### src/rtl/incline_filter_if.sv
// Inertial incline bus: raw sample and strobe in, filtered incline and status flags out.
interface incline_filter_if;
    logic signed [12:0] incline;
    logic               vld;
    logic signed [9:0]  filt_incline;
    logic               filt_vld;
    logic               stale;
    logic               uphill;

    modport master (
        output incline, vld,
        input  filt_incline, filt_vld, stale, uphill
    );

    modport slave (
        input  incline, vld,
        output filt_incline, filt_vld, stale, uphill
    );
endinterface

### src/rtl/incline_filter.sv
// Saturating EMA filter for the raw incline, with stale-data timeout and a
// hysteretic uphill flag.
module incline_filter #(
    parameter int               SHIFT   = 3,
    parameter int               TIMEOUT = 1_000_000,
    parameter logic signed [9:0] UP_ON  = 10'sd96,
    parameter logic signed [9:0] UP_OFF = 10'sd64
) (
    input  logic             clk,
    input  logic             rst_n,
    incline_filter_if.slave  bus
);

    localparam int ACC_W = 11 + SHIFT;
    localparam int CNT_W = $clog2(TIMEOUT + 1);
    localparam logic [CNT_W-1:0] CNT_MAX = CNT_W'(TIMEOUT);

    typedef enum logic [1:0] {ST_INIT, ST_RUN, ST_STALE} state_e;

    state_e                   state_q, state_d;
    logic signed [ACC_W-1:0]  acc_q, acc_d;
    logic [CNT_W-1:0]         idle_q, idle_d;
    logic                     filt_vld_q, filt_vld_d;
    logic                     stale_q, stale_d;
    logic                     uphill_q, uphill_d;

    logic signed [9:0]        sat;
    logic signed [ACC_W-1:0]  sat_ext;
    logic signed [9:0]        filt_d;
    logic                     timeout_hit;

    always_comb begin
        if (bus.incline > 13'sd511)
            sat = 10'sd511;
        else if (bus.incline < -13'sd512)
            sat = -10'sd512;
        else
            sat = bus.incline[9:0];
    end

    assign sat_ext = ACC_W'(sat);

    // Idle counter saturates so a long silence cannot wrap back into RUN.
    always_comb begin
        if (bus.vld)
            idle_d = '0;
        else if (idle_q == CNT_MAX)
            idle_d = idle_q;
        else
            idle_d = idle_q + 1'b1;
    end

    assign timeout_hit = !bus.vld && (idle_d == CNT_MAX);

    // NOTE: every output of this block gets a default first, so no path can infer a latch.
    always_comb begin
        state_d    = state_q;
        acc_d      = acc_q;
        stale_d    = stale_q;
        uphill_d   = uphill_q;
        filt_vld_d = bus.vld;

        unique case (state_q)
            ST_INIT, ST_STALE: begin
                if (bus.vld) begin
                    acc_d   = sat_ext <<< SHIFT;
                    stale_d = 1'b0;
                    state_d = ST_RUN;
                end
            end
            ST_RUN: begin
                if (bus.vld) begin
                    acc_d = acc_q - (acc_q >>> SHIFT) + sat_ext;
                end else if (timeout_hit) begin
                    stale_d = 1'b1;
                    state_d = ST_STALE;
                end
            end
            default: state_d = ST_INIT;
        endcase

        // Selecting bits [SHIFT+9:SHIFT] is the floor shift truncated to 10 bits.
        filt_d = $signed(acc_d[SHIFT +: 10]);
        if (bus.vld) begin
            if (filt_d >= UP_ON)
                uphill_d = 1'b1;
            else if (filt_d < UP_OFF)
                uphill_d = 1'b0;
        end
    end

    // NOTE: sequential state uses non-blocking assignments so all registers update together.
    always_ff @(posedge clk or negedge rst_n) begin
        if (!rst_n) begin
            state_q    <= ST_INIT;
            acc_q      <= '0;
            idle_q     <= '0;
            filt_vld_q <= 1'b0;
            stale_q    <= 1'b1;
            uphill_q   <= 1'b0;
        end else begin
            state_q    <= state_d;
            acc_q      <= acc_d;
            idle_q     <= idle_d;
            filt_vld_q <= filt_vld_d;
            stale_q    <= stale_d;
            uphill_q   <= uphill_d;
        end
    end

    assign bus.filt_incline = $signed(acc_q[SHIFT +: 10]);
    assign bus.filt_vld     = filt_vld_q;
    assign bus.stale        = stale_q;
    assign bus.uphill       = uphill_q;

endmodule

### src/flat_wrapper.sv
// flat-port wrapper written by rule: the top's interface ports become plain ports
module incline_filter_flat 
#(
    parameter int               SHIFT   = 3,
    parameter int               TIMEOUT = 1_000_000,
    parameter logic signed [9:0] UP_ON  = 10'sd96,
    parameter logic signed [9:0] UP_OFF = 10'sd64
)
  (clk, rst_n, bus_incline, bus_vld, bus_filt_incline, bus_filt_vld, bus_stale, bus_uphill);
  incline_filter_if bus_i ();
  input  logic clk;
  input  logic rst_n;
  input wire logic [$bits(bus_i.incline)-1:0] bus_incline;
  input wire logic [$bits(bus_i.vld)-1:0] bus_vld;
  output wire logic [$bits(bus_i.filt_incline)-1:0] bus_filt_incline;
  output wire logic [$bits(bus_i.filt_vld)-1:0] bus_filt_vld;
  output wire logic [$bits(bus_i.stale)-1:0] bus_stale;
  output wire logic [$bits(bus_i.uphill)-1:0] bus_uphill;
  assign bus_i.incline = bus_incline;
  assign bus_i.vld = bus_vld;
  assign bus_filt_incline = bus_i.filt_incline;
  assign bus_filt_vld = bus_i.filt_vld;
  assign bus_stale = bus_i.stale;
  assign bus_uphill = bus_i.uphill;
  incline_filter #(.SHIFT(SHIFT), .TIMEOUT(TIMEOUT), .UP_ON(UP_ON), .UP_OFF(UP_OFF)) u_core (.clk(clk), .rst_n(rst_n), .bus(bus_i));
endmodule
### config.mk
export PLATFORM = sky130hd
export DESIGN_NAME = incline_filter_flat
export DESIGN_NICKNAME = d
export VERILOG_FILES = /design/src/rtl/incline_filter_if.sv /design/src/rtl/incline_filter.sv /design/src/flat_wrapper.sv
export SDC_FILE = /design/constraint.sdc
export NUM_CORES = 1
export LEC_CHECK = 0
export CORE_MARGIN = 2
export CORE_UTILIZATION = 50
export CTS_CLUSTER_DIAMETER = 120
export DETAILED_ROUTE_END_ITERATION = 8
export DONT_BUFFER_PORTS = 1
export GPL_TIMING_DRIVEN = 0
export PLACE_DENSITY = 0.67
export SYNTH_ARGS = -nofsm -noshare
export SYNTH_HDL_FRONTEND = slang
export SYNTH_SLANG_ARGS = --single-unit
### constraint.sdc
create_clock -name clk -period 4.1 [get_ports clk]
set_input_delay 1.025 -clock clk [delete_from_list [all_inputs] [get_ports clk]]
set_output_delay 1.025 -clock clk [all_outputs]
set_load 0.1 [all_outputs]
==> flow_summary.ini, run 1 <==
[floorplanning]
die_area_sq_mm = 0.00725
die_w_um = 85.2
dieHeight_um = 85.2
start_util_pct = 51.9
pin_count = 29
core-area_sq_mm = 0.00635
rows = 29

[logic_synthesis]
synth_edf_count = 0
yosysWarningCount = 0
syn_avg_cell_area_sq_um = 8.51
async_flop_share_pct = 100
synth_area_leaders = dfrtp_1 (29%), fa_1 (7.9%), ha_1 (6.5%)
yosysTopAreaCellShare_pct = 28.9
syn_nets = 433
synth.cell_area_sq_mm = 0.00329
seq_area_frac_synth_pct = 29.7
synth.most_common_cell = nor2_1
synth.distinct_cells = 61
synthCells = 387
ys_seq_elements = 39
yosysTopAreaCell = dfrtp_1
synth_commonest_cells = nor2_1 (47), dfrtp_1 (38), inv_1 (38)
synth_top_flop_cell = dfrtp_1

[timing]
fmax_mhz = 249
hold_viol_final = 0
worst_slew_pin_slew_ns = 0.923
fin_crit_sh_pct = 97.9
finClkSkew_ns = 0.00574
final_max_slew_viol_count = 0
setup_viol = 0
min_period_ns = 4.01
rsz0062_at_grt = true
relSlewSlack_pct = 38.4

[routing]
first_iter_violations = 150
route.detailed.drc = 0
routed_wirelength_um = 7720
detail_route.first_pass.iterations = 5
final_antenna_net_count = 0
vias = 2777
viasPerCell = 5.85
wl_per_cell_um = 16.3

[clocking]
cts-root-buf = clkbuf_8
cts_sinks = 39
clk_pin_slew_worst_paths_ns = 0.08
cts_max_level = 2
cts_buffers = 5
cts_tree = done
worstSkewPairLatency_ns = 0.30
ctsHoldBuffers = 0
clockBufferDepth = 2

[layout]
drive_above_1_share_pct = 16.3
diodes = 0
finalNetCount = 443
area_growth_syn_to_layout_pct = 9.88
fin_cells = 475
nFillCells = 596

[placement]
gp_congestion = 0.917
hpwl_um = 5810
dp.cells = 464
io_buffers = 0

[grt]
top_usage_layer = met1
grt_max_degree = 40
antenna_found_initial = 0
grt_use_met1_pct = 33.4
overflow = 0
grt_pass1_wl_um = 12700
grt_use_met2_pct = 32.0
grtUsageMet3_pct = 4.18
grt_pass1_vias = 2592
grt_util_all_layers_pct = 22.0

[setup_path]
critPathCaptureType = flop
critPathLaunchType = input pin
cp.required_ns = 4.30
path_class = in2reg
path_max_fanout = 7
crit_arrival_ns = 4.21

[worst_hold_path]
hp-class = in2async

[status]
status = finished, final reports clean

[job]
cap_violations = 0
## registers in the layout, indices dropped and copies added, names as in the netlist
signal,count
u_core.bus.stale,1
u_core.bus.filt_vld,1
u_core.acc_q,14
u_core.idle_q,20
u_core.bus.uphill,1
u_core.state_q,2
## cells by family (layout without fill, tap and decap cells)
kind of cell | Yosys count | in the layout | synth area share (%)
multiplexers | 3 | 3 | 0.912
XOR/XNOR | 26 | 26 | 6.91
adder cells (fa/ha/maj) | 30 | 30 | 14.4
AND/OR/NAND/NOR | 137 | 137 | 22.2
AO/OA/AOI/OAI | 89 | 89 | 17.4
flip-flops | 39 | 39 | 29.7
buffers and inverters | 63 | 74 | 8.55
## routing by layer
layer | up-vias | share of wire [%]
met1 | 1328 | 48
met3 | 7 | 6.4
met4 | 0 | 1.0
li1 | 1358 | -
met2 | 84 | 44
met5 | - | 0
## metrics by stage
stage,utilization [%],worst slack [ns],hold WS [ns],cell area (sq um),setup TNS [ns]
2_1_floorplan,-,0.00575,0.510,3320,0
3_3_place_gp,53.8,-0.328,0.550,3420,-0.358
3_5_place_dp,53.8,-0.348,0.550,3420,-0.415
4_1_cts,55.2,0.0317,0.406,3500,0
5_1_grt,57.0,-0.0445,0.395,3620,-0.0445
6_report,57.0,0.0877,0.413,3620,0
## path summary, 6_finish.rpt
kind | startpoint | endpoint | slack, ns | depth (start not counted)
worst max-delay path | bus_incline[9] | u_core.bus.uphill | 0.09 | 16
worst min register to register | u_core.acc_q[1] | u_core.acc_q[1] | 0.56 | 1
max in group asynchronous | rst_n | u_core.bus.stale | 3.51 | 0
worst max register to register | u_core.acc_q[10] | u_core.bus.uphill | 0.77 | 12
worst min-delay path | rst_n | u_core.state_q[0] | 0.41 | 0
min in group clk | u_core.acc_q[1] | u_core.acc_q[1] | 0.56 | 1
## cell usage in the layout, fill, tap and decap left out, types with 3 or more instances in the layout
master     synthesis  layout
a211oi_1           5       4
a21o_1             4       4
a21oi_1           28      18
a21oi_2            0       9
a22oi_1            3       3
and2_1             3       3
and3_1             9       9
buf_2              3       3
buf_4             11      14
clkbuf_1           7       6
clkbuf_8           0       5
dfrtp_1           38      38
fa_1              13      11
ha_1              17      11
ha_2               0       3
ha_4               0       3
inv_1             38      37
mux2i_1            3       3
nand2_1           24      24
nand2b_1           4       3
nand3_1            7       7
nand4_1            6       6
nor2_1            47      45
nor2_2             1       3
nor2b_1            3       3
nor3_1             6       6
nor4_1             6       6
o21ai_0           18      14
o21ai_1            0       4
o22ai_1            5       5
o2bb2ai_1          3       3
or3_1              5       5
xnor2_1           17      17
xor2_1             9       9
## worst max-delay path, stage by stage
cell and delay (ns):
or2_4 0.25, nor2_2 0.08, nor2_1 0.04, nor2_1 0.12, a21oi_2 0.07, fa_2 0.58, inv_2 0.05, fa_2 0.39
nand2b_4 0.17, a21oi_4 0.15, o31a_1 0.20, nor2_1 0.07, xor2_1 0.19, a21oi_2 0.10, or4_1 0.51, and3_1 0.18
## area by class of cell
class | count | area (sq um) | share of cell area (%)
Buffer | 24 | 141 | 3.91
Clock buffer | 6 | 72.6 | 2.01
Clock inverter | 2 | 12.5 | 0.346
Inverter | 39 | 146 | 4.05
Multi-Input combinational cell | 285 | 2150 | 59.4
Sequential cell | 39 | 977 | 27.0
Tap cell | 77 | 96.3 | 2.66
Timing Repair Buffer | 3 | 22.5 | 0.622
## what timing repair did
item | CTS | global route
pin swaps | 0 | 20
resized for setup | 1 | 24
hold endpoints to repair | 0 | 0
endpoints found under the setup margin | 1 | 1
setup buffers | 0 | 3
Power of run 1 is not shown: default switching activity piles up to over one toggle a cycle in this logic, so the estimate is an artifact.
==> run 2, diff against run 1 <==
- SETUP_SLACK_MARGIN: default -> 0.2
- clock period: 4.1 -> 4.85 ns (I/O delays scaled with it)
==> flow_summary.ini, run 2 (same netlist as run 1, synthesis figures left out) <==
[status]
status = finished, final reports clean

[grt]
top_usage_layer = met1
overflow = 0
grt_pass1_wl_um = 13400
grtUsageMet3_pct = 4.28
grt_use_met2_pct = 34.7
grt_util_all_layers_pct = 23.2
grt_max_degree = 40
grt_pass1_vias = 2706
grt_use_met1_pct = 34.7
antenna_found_initial = 0

[timing]
setup_ws_ns = 0.435
setup_viol = 0
finalSetupTns_ns = 0
relSlewSlack_pct = 39.0
fin_crit_sh_pct = 91.0
min_period_ns = 4.42
hold_viol_final = 0
fmax_mhz = 226
worst_slew_pin_slew_ns = 0.915
rsz0062_at_grt = false
finClkSkew_ns = 0.00832
final_max_slew_viol_count = 0

[routing]
viasPerCell = 5.93
route.detailed.drc = 0
vias = 2806
wl_per_cell_um = 16.7
detail_route.first_pass.iterations = 5
routed_wirelength_um = 7890
final_antenna_net_count = 0
first_iter_violations = 244

[layout]
diodes = 0
top_regs = u_core.idle_q x20, u_core.acc_q x14, u_core.state_q x2
top_register = u_core.idle_q
mostFrequentLayoutCells = nor2_1 (47), inv_1 (38), dfrtp_1 (38)
largest_reg_flops = 20
nFillCells = 591
area_growth_syn_to_layout_pct = 6.61
finalNetCount = 441
layout_commonest_cell = nor2_1
drive_above_1_share_pct = 10.9

[floorplanning]
die_w_um = 85.2
core-area_sq_mm = 0.00635
rows = 29
die_area_sq_mm = 0.00725
start_util_pct = 51.9
dieHeight_um = 85.2
pin_count = 29

[job]
cap_violations = 0

[placement]
pre_cts_slack_ns = 0.0625
io_buffers = 0
hpwl_um = 5920
gp_congestion = 0.966

[clocking]
ctsHoldBuffers = 0
cts_sinks = 39
clockBufferDepth = 2
clk_pin_slew_worst_paths_ns = 0.08
cts_tree = done
cts_buffers = 5
worstSkewPairLatency_ns = 0.30
cts_max_level = 2
cts-root-buf = clkbuf_8

[setup_path]
cpMostUsedCell = nor2_1
slowest_delay_ns = 0.47
path_max_fanout = 7
path_cells = or2_2 > nor2_1 > nor2_1 > nor2_1 > a21oi_2 > fa_1 > ha_1 > a211oi_2 > nor2_1 > o211ai_1 > nand3_1 > xnor2_1 > a221o_1 > or4_1 > and3_1
critPathLaunchType = input pin
path_class = in2reg
cp.required_ns = 5.03
crit_arrival_ns = 4.60
critPathCaptureType = flop
crit_slowest_cell = fa_1

[worst_hold_path]
hp-class = reg2reg
==> run 2: cell types whose count changed in the layout (fill, tap and decap cells not counted), sizes merged <==
cell	previous run	this run
buf	19	18
clkinvlp	1	0
==> run 2: final timing paths <==
kind                                 start                end  cells past startpoint  slack (ns)
setup / recovery           bus_incline[11]  u_core.bus.uphill                     15        0.43
hold / removal             u_core.acc_q[2]    u_core.acc_q[2]                      1        0.56
setup reg to reg           u_core.acc_q[7]  u_core.bus.uphill                     10        1.46
hold reg to reg            u_core.acc_q[2]    u_core.acc_q[2]                      1        0.56
max in group asynchronous            rst_n   u_core.bus.stale                      0        4.06
min in group asynchronous            rst_n    u_core.acc_q[4]                      0        0.60
==> run 2: repair_timing <==
item | 4_1_cts | 5_1_grt
gates resized for setup | 0 | 8
setup endpoints to repair | 0 | 1
buffers inserted | 0 | 1
==> run 2: final cells by class <==
class / count / area (sq um) / share of cell area [%]
multi-input cells: 285 / 2050 / 58.5
clock buffers: 7 / 86.3 / 2.46
flip-flops and latches: 39 / 977 / 27.8
repair buffers: 1 / 7.51 / 0.214
inverters: 39 / 146 / 4.17
plain buffers: 24 / 138 / 3.92
well taps: 77 / 96.3 / 2.74
clock inverters: 1 / 5.00 / 0.143
==> run 2: metal layers <==
metal  share of wire [%]  up-vias  wire length [um]
met2                  45       87              3580
met4                 1.3        0               100
li1                    -     1355                 -
met3                 5.6       11               442
met1                  48     1353              3760
met5                   0        -                 0
==> run 2: metrics by stage <==
step | cell area, sq um | hold WS [ns] | utilization [%] | instances
3_5_place_dp | 3390 | 0.541 | 53.4 | 464
5_1_grt | 3510 | 0.583 | 55.3 | 473
2_1_floorplan | 3290 | 0.510 | - | 387
3_3_place_gp | 3390 | 0.536 | 53.4 | 464
6_report | 3510 | 0.560 | 55.3 | 473
4_1_cts | 3480 | 0.558 | 54.8 | 472
==> run 2: worst max-delay path, delay by kind of cell <==
family                   cells  cell delay [ns]
adder cells (fa/ha/maj)      2             0.81
AO/OA/AOI/OAI                4             0.94
XOR/XNOR                     1             0.15
AND/OR/NAND/NOR              8             1.49
Power of run 2 is left out for the same reason.
